`config.mk`:
```
export PLATFORM = sky130hd
export DESIGN_NAME = io_port_hub
export DESIGN_NICKNAME = d
export VERILOG_FILES = /design/src/rtl/io_hub_pkg.sv /design/src/rtl/io_fifo.sv /design/src/rtl/io_port_hub.sv
export SDC_FILE = /design/constraint.sdc
export NUM_CORES = 1
export LEC_CHECK = 0
export ABC_AREA = 1
export CELL_PAD_IN_SITES_DETAIL_PLACEMENT = 1
export CELL_PAD_IN_SITES_GLOBAL_PLACEMENT = 1
export CORE_MARGIN = 1
export CORE_UTILIZATION = 35
export DETAILED_ROUTE_END_ITERATION = 8
export GPL_ROUTABILITY_DRIVEN = 0
export HOLD_SLACK_MARGIN = 0.12
export PLACE_DENSITY = 0.61
export SLEW_MARGIN = 20
export SYNTH_ARGS = -nofsm -noshare
export SYNTH_HDL_FRONTEND = slang
export SYNTH_HIERARCHICAL = 1
export SYNTH_SLANG_ARGS = --single-unit
```
`constraint.sdc`:
```
create_clock -name clk -period 6.1 [get_ports clk]
set_clock_uncertainty 0.2 [all_clocks]
set_input_delay 0.915 -clock clk [delete_from_list [all_inputs] [get_ports clk]]
set_output_delay 0.915 -clock clk [all_outputs]
set_load 0.005 [all_outputs]
```
`src/rtl/io_hub_pkg.sv`:
```
// Shared constants and helpers for the processor I/O strobe hub.
// Strobe helpers work on a 32-bit view; callers size-cast in and out.
package io_hub_pkg;

    localparam int NUBITS_DEF = 31;
    localparam int NUIOIN_DEF = 4;
    localparam int NUIOOU_DEF = 4;
    localparam int FDEPTH_DEF = 4;

    function automatic int ptr_width(input int depth);
        return (depth > 1) ? $clog2(depth) : 1;
    endfunction

    // Isolates the lowest set bit, so only one channel is ever served per strobe
    function automatic logic [31:0] lowest_set(input logic [31:0] v);
        return v & (~v + 32'd1);
    endfunction

    function automatic logic multi_set(input logic [31:0] v);
        return (v & (v - 32'd1)) != 32'd0;
    endfunction

endpackage

```
`src/rtl/io_fifo.sv`:
```
// Single-clock circular FIFO with registered count; head reads as 0 when empty.
// Push when full and pop when empty are ignored internally.
module io_fifo
    import io_hub_pkg::*;
#(
    parameter int WIDTH = 31,
    parameter int DEPTH = 4
) (
    input  logic                       clk,
    input  logic                       rst,
    input  logic                       push,
    input  logic                       pop,
    input  logic [WIDTH-1:0]           wdata,
    output logic [WIDTH-1:0]           head,
    output logic                       full,
    output logic                       empty,
    output logic [ptr_width(DEPTH):0]  count
);

    localparam int PW = ptr_width(DEPTH);
    localparam logic [PW:0] FULL_CNT = (PW+1)'(DEPTH);

    logic [WIDTH-1:0] mem [DEPTH];
    logic [PW-1:0]    wr_ptr;
    logic [PW-1:0]    rd_ptr;
    logic             do_push;
    logic             do_pop;

    assign full    = (count == FULL_CNT);
    assign empty   = (count == '0);
    assign do_push = push & ~full;
    assign do_pop  = pop & ~empty;
    assign head    = empty ? '0 : mem[rd_ptr];

    // Storage is not reset: an empty FIFO never exposes stale entries
    always_ff @(posedge clk) begin
        if (do_push)
            mem[wr_ptr] <= wdata;
    end

    always_ff @(posedge clk or posedge rst) begin
        if (rst) begin
            wr_ptr <= '0;
            rd_ptr <= '0;
            count  <= '0;
        end else begin
            if (do_push)
                wr_ptr <= wr_ptr + 1'b1;
            if (do_pop)
                rd_ptr <= rd_ptr + 1'b1;
            case ({do_push, do_pop})
                2'b10:   count <= count + 1'b1;
                2'b01:   count <= count - 1'b1;
                default: count <= count;
            endcase
        end
    end

endmodule

```
`src/rtl/io_port_hub.sv`:
```
// Peripheral responder for the processor's one-hot I/O strobes: input FIFOs
// feed io_in on req_in, output FIFOs capture io_out on out_en and drain to sinks.
module io_port_hub
    import io_hub_pkg::*;
#(
    parameter int NUBITS = NUBITS_DEF,
    parameter int NUIOIN = NUIOIN_DEF,
    parameter int NUIOOU = NUIOOU_DEF,
    parameter int FDEPTH = FDEPTH_DEF
) (
    input  logic                      clk,
    input  logic                      rst,
    input  logic [NUIOIN-1:0]         req_in,
    output logic [NUBITS-1:0]         io_in,
    input  logic [NUIOOU-1:0]         out_en,
    input  logic [NUBITS-1:0]         io_out,
    input  logic [NUIOIN*NUBITS-1:0]  src_data,
    input  logic [NUIOIN-1:0]         src_valid,
    output logic [NUIOIN-1:0]         src_ready,
    output logic [NUIOOU*NUBITS-1:0]  snk_data,
    output logic [NUIOOU-1:0]         snk_valid,
    input  logic [NUIOOU-1:0]         snk_ready,
    output logic [NUIOIN-1:0]         underflow,
    output logic [NUIOOU-1:0]         overflow,
    output logic                      strobe_err,
    input  logic                      clr_flags
);

    localparam int CW = ptr_width(FDEPTH) + 1;
    localparam logic [CW-1:0] FULL_CNT = CW'(FDEPTH);

    logic [NUIOIN-1:0]             req_sel;
    logic [NUIOIN-1:0]             in_push;
    logic [NUIOIN-1:0]             in_pop;
    logic [NUIOIN-1:0]             in_full;
    logic [NUIOIN-1:0]             in_empty;
    logic [NUIOIN-1:0]             under_set;
    logic [NUIOIN-1:0][NUBITS-1:0] in_head;
    logic [NUIOIN-1:0][CW-1:0]     in_count;
    logic [NUIOIN-1:0][NUBITS-1:0] hold;
    logic [NUBITS-1:0]             io_last;

    logic [NUIOOU-1:0]             out_sel;
    logic [NUIOOU-1:0]             out_push;
    logic [NUIOOU-1:0]             out_pop;
    logic [NUIOOU-1:0]             out_full;
    logic [NUIOOU-1:0]             out_empty;
    logic [NUIOOU-1:0]             over_set;
    logic [NUIOOU-1:0][CW-1:0]     out_count;
    logic                          strobe_set;

    assign req_sel    = NUIOIN'(lowest_set(32'(req_in)));
    assign out_sel    = NUIOOU'(lowest_set(32'(out_en)));
    assign strobe_set = multi_set(32'(req_in)) | multi_set(32'(out_en));

    for (genvar k = 0; k < NUIOIN; k++) begin : g_in
        assign src_ready[k] = (in_count[k] != FULL_CNT);
        assign in_push[k]   = src_valid[k] & ~in_full[k];
        assign in_pop[k]    = req_sel[k] & ~in_empty[k];
        assign under_set[k] = req_sel[k] & in_empty[k];

        io_fifo #(.WIDTH(NUBITS), .DEPTH(FDEPTH)) u_fifo (
            .clk   (clk),
            .rst   (rst),
            .push  (in_push[k]),
            .pop   (in_pop[k]),
            .wdata (src_data[k*NUBITS +: NUBITS]),
            .head  (in_head[k]),
            .full  (in_full[k]),
            .empty (in_empty[k]),
            .count (in_count[k])
        );
    end

    for (genvar k = 0; k < NUIOOU; k++) begin : g_out
        assign snk_valid[k] = (out_count[k] != '0);
        assign out_push[k]  = out_sel[k] & ~out_full[k];
        assign out_pop[k]   = snk_ready[k] & ~out_empty[k];
        assign over_set[k]  = out_sel[k] & out_full[k];

        io_fifo #(.WIDTH(NUBITS), .DEPTH(FDEPTH)) u_fifo (
            .clk   (clk),
            .rst   (rst),
            .push  (out_push[k]),
            .pop   (out_pop[k]),
            .wdata (io_out),
            .head  (snk_data[k*NUBITS +: NUBITS]),
            .full  (out_full[k]),
            .empty (out_empty[k]),
            .count (out_count[k])
        );
    end

    // An empty channel replays its last popped value; no strobe replays the last driven value
    always_comb begin
        io_in = io_last;
        for (int k = 0; k < NUIOIN; k++) begin
            if (req_sel[k])
                io_in = in_empty[k] ? hold[k] : in_head[k];
        end
    end

    always_ff @(posedge clk or posedge rst) begin
        if (rst) begin
            hold    <= '0;
            io_last <= '0;
        end else begin
            for (int k = 0; k < NUIOIN; k++) begin
                if (in_pop[k])
                    hold[k] <= in_head[k];
            end
            if (|req_in)
                io_last <= io_in;
        end
    end

    // Sticky flags: a new event outranks a clear in the same cycle
    always_ff @(posedge clk or posedge rst) begin
        if (rst) begin
            underflow  <= '0;
            overflow   <= '0;
            strobe_err <= 1'b0;
        end else begin
            underflow  <= (underflow & ~{NUIOIN{clr_flags}}) | under_set;
            overflow   <= (overflow & ~{NUIOOU{clr_flags}}) | over_set;
            strobe_err <= (strobe_err & ~clr_flags) | strobe_set;
        end
    end

endmodule

```
[Word level (Yosys, flattened, before mapping)]
Memories as Yosys holds them, arrays and structs flattened.
Cells that the tools add are included.
Storage, ports and cells
  register bits: 220
  RAM bits: 992
  input bits: 174
  word-level logic and storage cells: 238
  memories: 8
Cells by class
  $add $sub $neg: 36
  equal/unequal tests: 28
  mux-type cells: 40
  bitwise logic cells: 71
  reductions and logical operators: 23
Memories
  g_in[0].u_fifo.mem: words 4, bits a word 31, read ports 1, clocked after memory_dff 0, wr ports 1, line io_fifo.sv:23  | logic [WIDTH-1:0] mem [DEPTH];
  g_in[1].u_fifo.mem: words 4, bits a word 31, read ports 1, clocked after memory_dff 0, wr ports 1, line io_fifo.sv:23
  g_in[2].u_fifo.mem: words 4, bits a word 31, read ports 1, clocked after memory_dff 0, wr ports 1, line io_fifo.sv:23
  g_in[3].u_fifo.mem: words 4, bits a word 31, read ports 1, clocked after memory_dff 0, wr ports 1, line io_fifo.sv:23
  g_out[0].u_fifo.mem: words 4, bits a word 31, read ports 1, clocked after memory_dff 0, wr ports 1, line io_fifo.sv:23
  g_out[1].u_fifo.mem: words 4, bits a word 31, read ports 1, clocked after memory_dff 0, wr ports 1, line io_fifo.sv:23
  2 more memories
Operators by type and width (number)
  two-way mux 31 bit: 16
  bitwise AND 4 x 32 -> 32 bit: 2
  nonzero test 32 bit: 2
  case mux 3 bit (2 select lines): 8
  bitwise AND 1 bit: 41
  adder 2 x 1 -> 2 bit (second input constant): 16
  adder 3 x 1 -> 3 bit (second input constant): 8
  == test 3 bit (second input constant): 8
  zero test 3 bit: 8
  subtractor 3 x 1 -> 3 bit (second input constant): 8
  inverter 1 bit: 17
  bitwise AND 4 bit: 4
  == test 2 x 1 -> 1 bit (second input constant): 8
  == test 2 bit (second input constant): 8
  two-way mux 1 bit: 16
  nonzero test 2 bit: 8
  inequality test 3 bit (second input constant): 4
  inverter 4 bit: 3
  nonzero test 3 bit: 4
  subtractor 4 x 1 -> 5 bit (second input constant): 2
  adder 4 x 1 -> 4 bit (second input constant): 2
  bitwise OR 4 bit: 2
  OR reduction 4 bit: 1
  bitwise OR 1 bit: 2

[Depth between registers and ports, before layout]
  depth after elaboration: 7
  gate-level depth with buffers: 18

[Hierarchy]
The synthesis kept the hierarchy.
Modules (own cells, without submodules)
  io_fifo at g_in[0].u_fifo ...: times used 7, cells an instance 548, area each 5736.8 µm², sequential area each 3898.7 µm²
  io_port_hub: times used 1, cells an instance 1210, area each 8832.2 µm², sequential area each 4103.9 µm²
  io_fifo at g_in[1].u_fifo: times used 1, cells an instance 548, area each 5761.8 µm², sequential area each 3898.7 µm²

[Worst setup path after synthesis]
OpenSTA, ideal clock, no wires.
  kind: input to register
  from: in out_en[0]
  to: mem g_out[2].u_fifo.mem[0][0], enable pin
  arrival: 2.909 ns
  data required time: 5.481 ns
  slack: 2.572 ns
  stages: 5
  buffers on the path: 0
  cell sequence: nor2_1 > inv_1 > nor3_1 > nand2_1 > nor2_1
On the way
  word-level cells in the longest chain between the ends: 7
RTL lines
  start: declaration: line io_port_hub.sv:15  | input logic [NUIOOU-1:0] out_en,
  inverter 4 bit: line io_hub_pkg.sv:16  | return v & (~v + 32'd1);
  adder 4 x 1 -> 4 bit: line io_hub_pkg.sv:16
  bitwise AND 4 bit: line io_hub_pkg.sv:16
  bitwise AND 1 bit: line io_port_hub.sv:77  | assign out_push[k] = out_sel[k] & ~out_full[k];
  net out_push[2]: line io_port_hub.sv:44  | logic [NUIOOU-1:0] out_push;
  bitwise AND 1 bit: line io_fifo.sv:31  | assign do_push = push & ~full;
  two-way mux 1 bit: line io_fifo.sv:37  | if (do_push)
  two-way mux 1 bit (implied by the code): line io_fifo.sv:38  | mem[wr_ptr] <= wdata;
  end: declaration: line io_fifo.sv:23
The timed path passes the listed nets, and every way through them passes these cells.

==> metrics.cfg <==
[cts]
clk-insertion-delay-late_ps=780
cts_tree=yes
clk_pin_slew_ps=60
clockRootBuffer=clkbuf_16
cts_made_buffers=144
cts_sinks=1212
clockBufferDepth=3
post_cts_buffers=0
cts_max_level=4

[route]
drt-initial-drc-count=2297
wl_met2_microns=75400
wl_met1_microns=78390
dr.pass1.iters=5
vias=38340
ant_nets=0
drt_wl_total_microns=167800
drc_errors=0
avgRoutedWirePerCell_microns=20.77
dr_wl_met3_microns=8860
drt-vias-per-instance=4.746
routed.top_layer=met5

[synthesis]
synth.top_cell.area_share_pct=54.41
async_flop_share_pct=18.15
synth_nets=5816
yosysSeqAreaShare_pct=64.46
synth_top_area_cell=edfxtp_1
synth-main-ff-cell=edfxtp_1
ys_types=36
synth_edf_count=992
yosysWarnings=6
syn_avg_cell_area_sq_um=9.787
synth_area_leaders=edfxtp_1 54%, nand2_1 11%, dfrtp_1 10%
syn_area_sq_um=54750
ys_ff_latch=1212
netlist_instances=5594

[sta]
fin_crit_sh_pct=90.90
worst_slew_pin_slew_ps=1075
rsz0062_at_grt=no
drv_slew=0
setup_viol=0
min_period_ps=5545
finalHoldViolations=0
fmax_mhz=180.4
maxSlewHeadroom_pct=28.16
setup-tns-final_ps=0

[final_layout]
drive_gt1_share_pct=6.594
final_common_cell=nand2_1
layout_common_cells=1,581 x nand2_1, 1,225 x inv_1, 992 x edfxtp_1
final_area_sq_um=64700
fin_nets=6129
syn2layout_area_growth_pct=18.16

[grt]
grt_max_degree=90
antenna_found_initial=24
grtUsageTotal_pct=21.15
grt_pass1_wl_microns=249000
grt_pass1_vias=39510
overflow=0

[floorplanning]
core_sq_um=154600
initial_utilization_pct=35.42
die_area_sq_um=158000
fp-row-count=144
die_y_microns=397.5
dieWidth_microns=397.5
io_pins=346

[critical_path]
cp_data_arrival_time_ps=4430
crit_path_end_kind=primary output
crit_fanout=35
cp_data_required_time_ps=4980
worst-setup-path-type=reg -> out
worstSetupStartpointType=register

[pwr]
combPwrFrac_pct=38.3
powerDensity_nw_per_um2=500.8
p_sw_share_pct=38.64
clkPwrFrac_pct=26.3
static-leakage-power_uw=0.02888
pwr-share-seq_pct=35.3
ir_drop_v=0.0003199
internal-power_uw=19880
finalPower_uw=32400
p_sw_uw=12520

[placed_design]
port-buffer-count=345
dpl.hpwl_microns=109400
dpl_cell_area_sq_um=59900

[run]
drv_cap=0

[outcome]
status=finished, final reports clean

[min_path]
hp-class=in -> async

==> routing by layer <==
metal / track usage [%] / up-vias
li1: - / 18200
met1: 29.48 / 19160
met2: 32.46 / 728
met3: 4.452 / 234
met4: 7.527 / 16
met5: 0 / -
==> cell usage after synthesis, drive strengths merged, types with 16 or more instances <==
cell,n
a21oi,249
and2,30
buf,226
clkbuf,22
dfrtp,220
edfxtp,992
ha,40
inv,1252
mux2,31
nand2,1583
nand3,639
nor2,149
o21ai,85
o21bai,31
xnor2,16
==> area by class of cell <==
type	instances	area, sq um
timing repair buffer	415	4099
clock buffer	186	3946
clock inverter	74	721.9
fill	17360	89890
multi-input combinational	2880	13310
sequential	1212	35310
inverter	1254	4722
antenna	12	30.03
tap	2044	2557
==> per-stage QoR <==
stage | hold slack [ps] | instances | setup slack (ps) | utilization, %
floorplan | 242.2 | 5594 | 551.7 | -
global placement | 254.2 | 7801 | 1021 | 38.74
detailed placement | 258.6 | 7801 | 1029 | 38.75
CTS | 179.0 | 8061 | 444.2 | 41.77
global route | 229.3 | 8068 | 192.1 | 41.84
finish | 218.7 | 8077 | 555.3 | 41.85
==> path summary, 6_finish.rpt <==
path	start	depth (start not counted)	slack (ps)	end
worst max-delay path	g_in[0].u_fifo/rd_ptr[0]$_DFFE_PP0P_	14	560	io_in[3]
worst min-delay path	rst	3	220	g_out[0].u_fifo/wr_ptr[0]$_DFFE_PP0P_
worst max register to register	g_in[2].u_fifo/count[1]$_DFFE_PP0P_	17	2490	g_in[2].u_fifo/count[2]$_DFFE_PP0P_
worst min register to register	hold[112]$_DFFE_PP0P_	2	270	hold[112]$_DFFE_PP0P_
max in group asynchronous	rst	4	4180	hold[79]$_DFFE_PP0P_
min in group clk	hold[112]$_DFFE_PP0P_	2	270	hold[112]$_DFFE_PP0P_
==> timing repair <==
action / CTS / global route
hold buffers: 0 / 0
gates resized for setup: 0 / 1
setup endpoints to repair: 0 / 14
==> registers in the layout, indices dropped and copies added (netlist names) <==
name                 cells
overflow                 4
g_in.u_fifo/wr_ptr       8
io_last                 31
g_in.u_fifo/count       12
hold                   124
underflow                4
g_in.u_fifo/mem        496
g_out.u_fifo/count      12
g_out.u_fifo/rd_ptr      8
g_out.u_fifo/mem       496
strobe_err               1
g_out.u_fifo/wr_ptr      8
g_in.u_fifo/rd_ptr       8
==> cells by family after synthesis <==
group / synth area share [%]
mux: 0.6376
compound gates: 3.567
fa+ha+maj: 1.207
flops: 64.46
simple gates: 18.39
buf+inv: 11.48
xor+xnor: 0.2559
==> power by group through the flow <==
stage	clock [uW]	sequential, uW	combinational (uW)
3_3_place_gp	0	11500	12400
6_report	8540	11400	12400
3_5_place_dp	0	11600	12500
2_1_floorplan	0	11300	7040
5_1_grt	9040	11600	13700
4_1_cts	8760	11500	12600
==> critical path, cell delays in order (launching register included) <==
cell	delay, ps
dfrtp_2	750
inv_2	410
buf_4	380
nand2_1	110
nand3_1	70
a21oi_1	450
nand3_1	230
nand3_1	120
nand2_1	50
nand2_1	70
nand2_1	90
nand2_1	110
nand2_1	70
nand2_1	200
clkdlybuf4s50_1	540
Power figures use the tool's default switching activity.
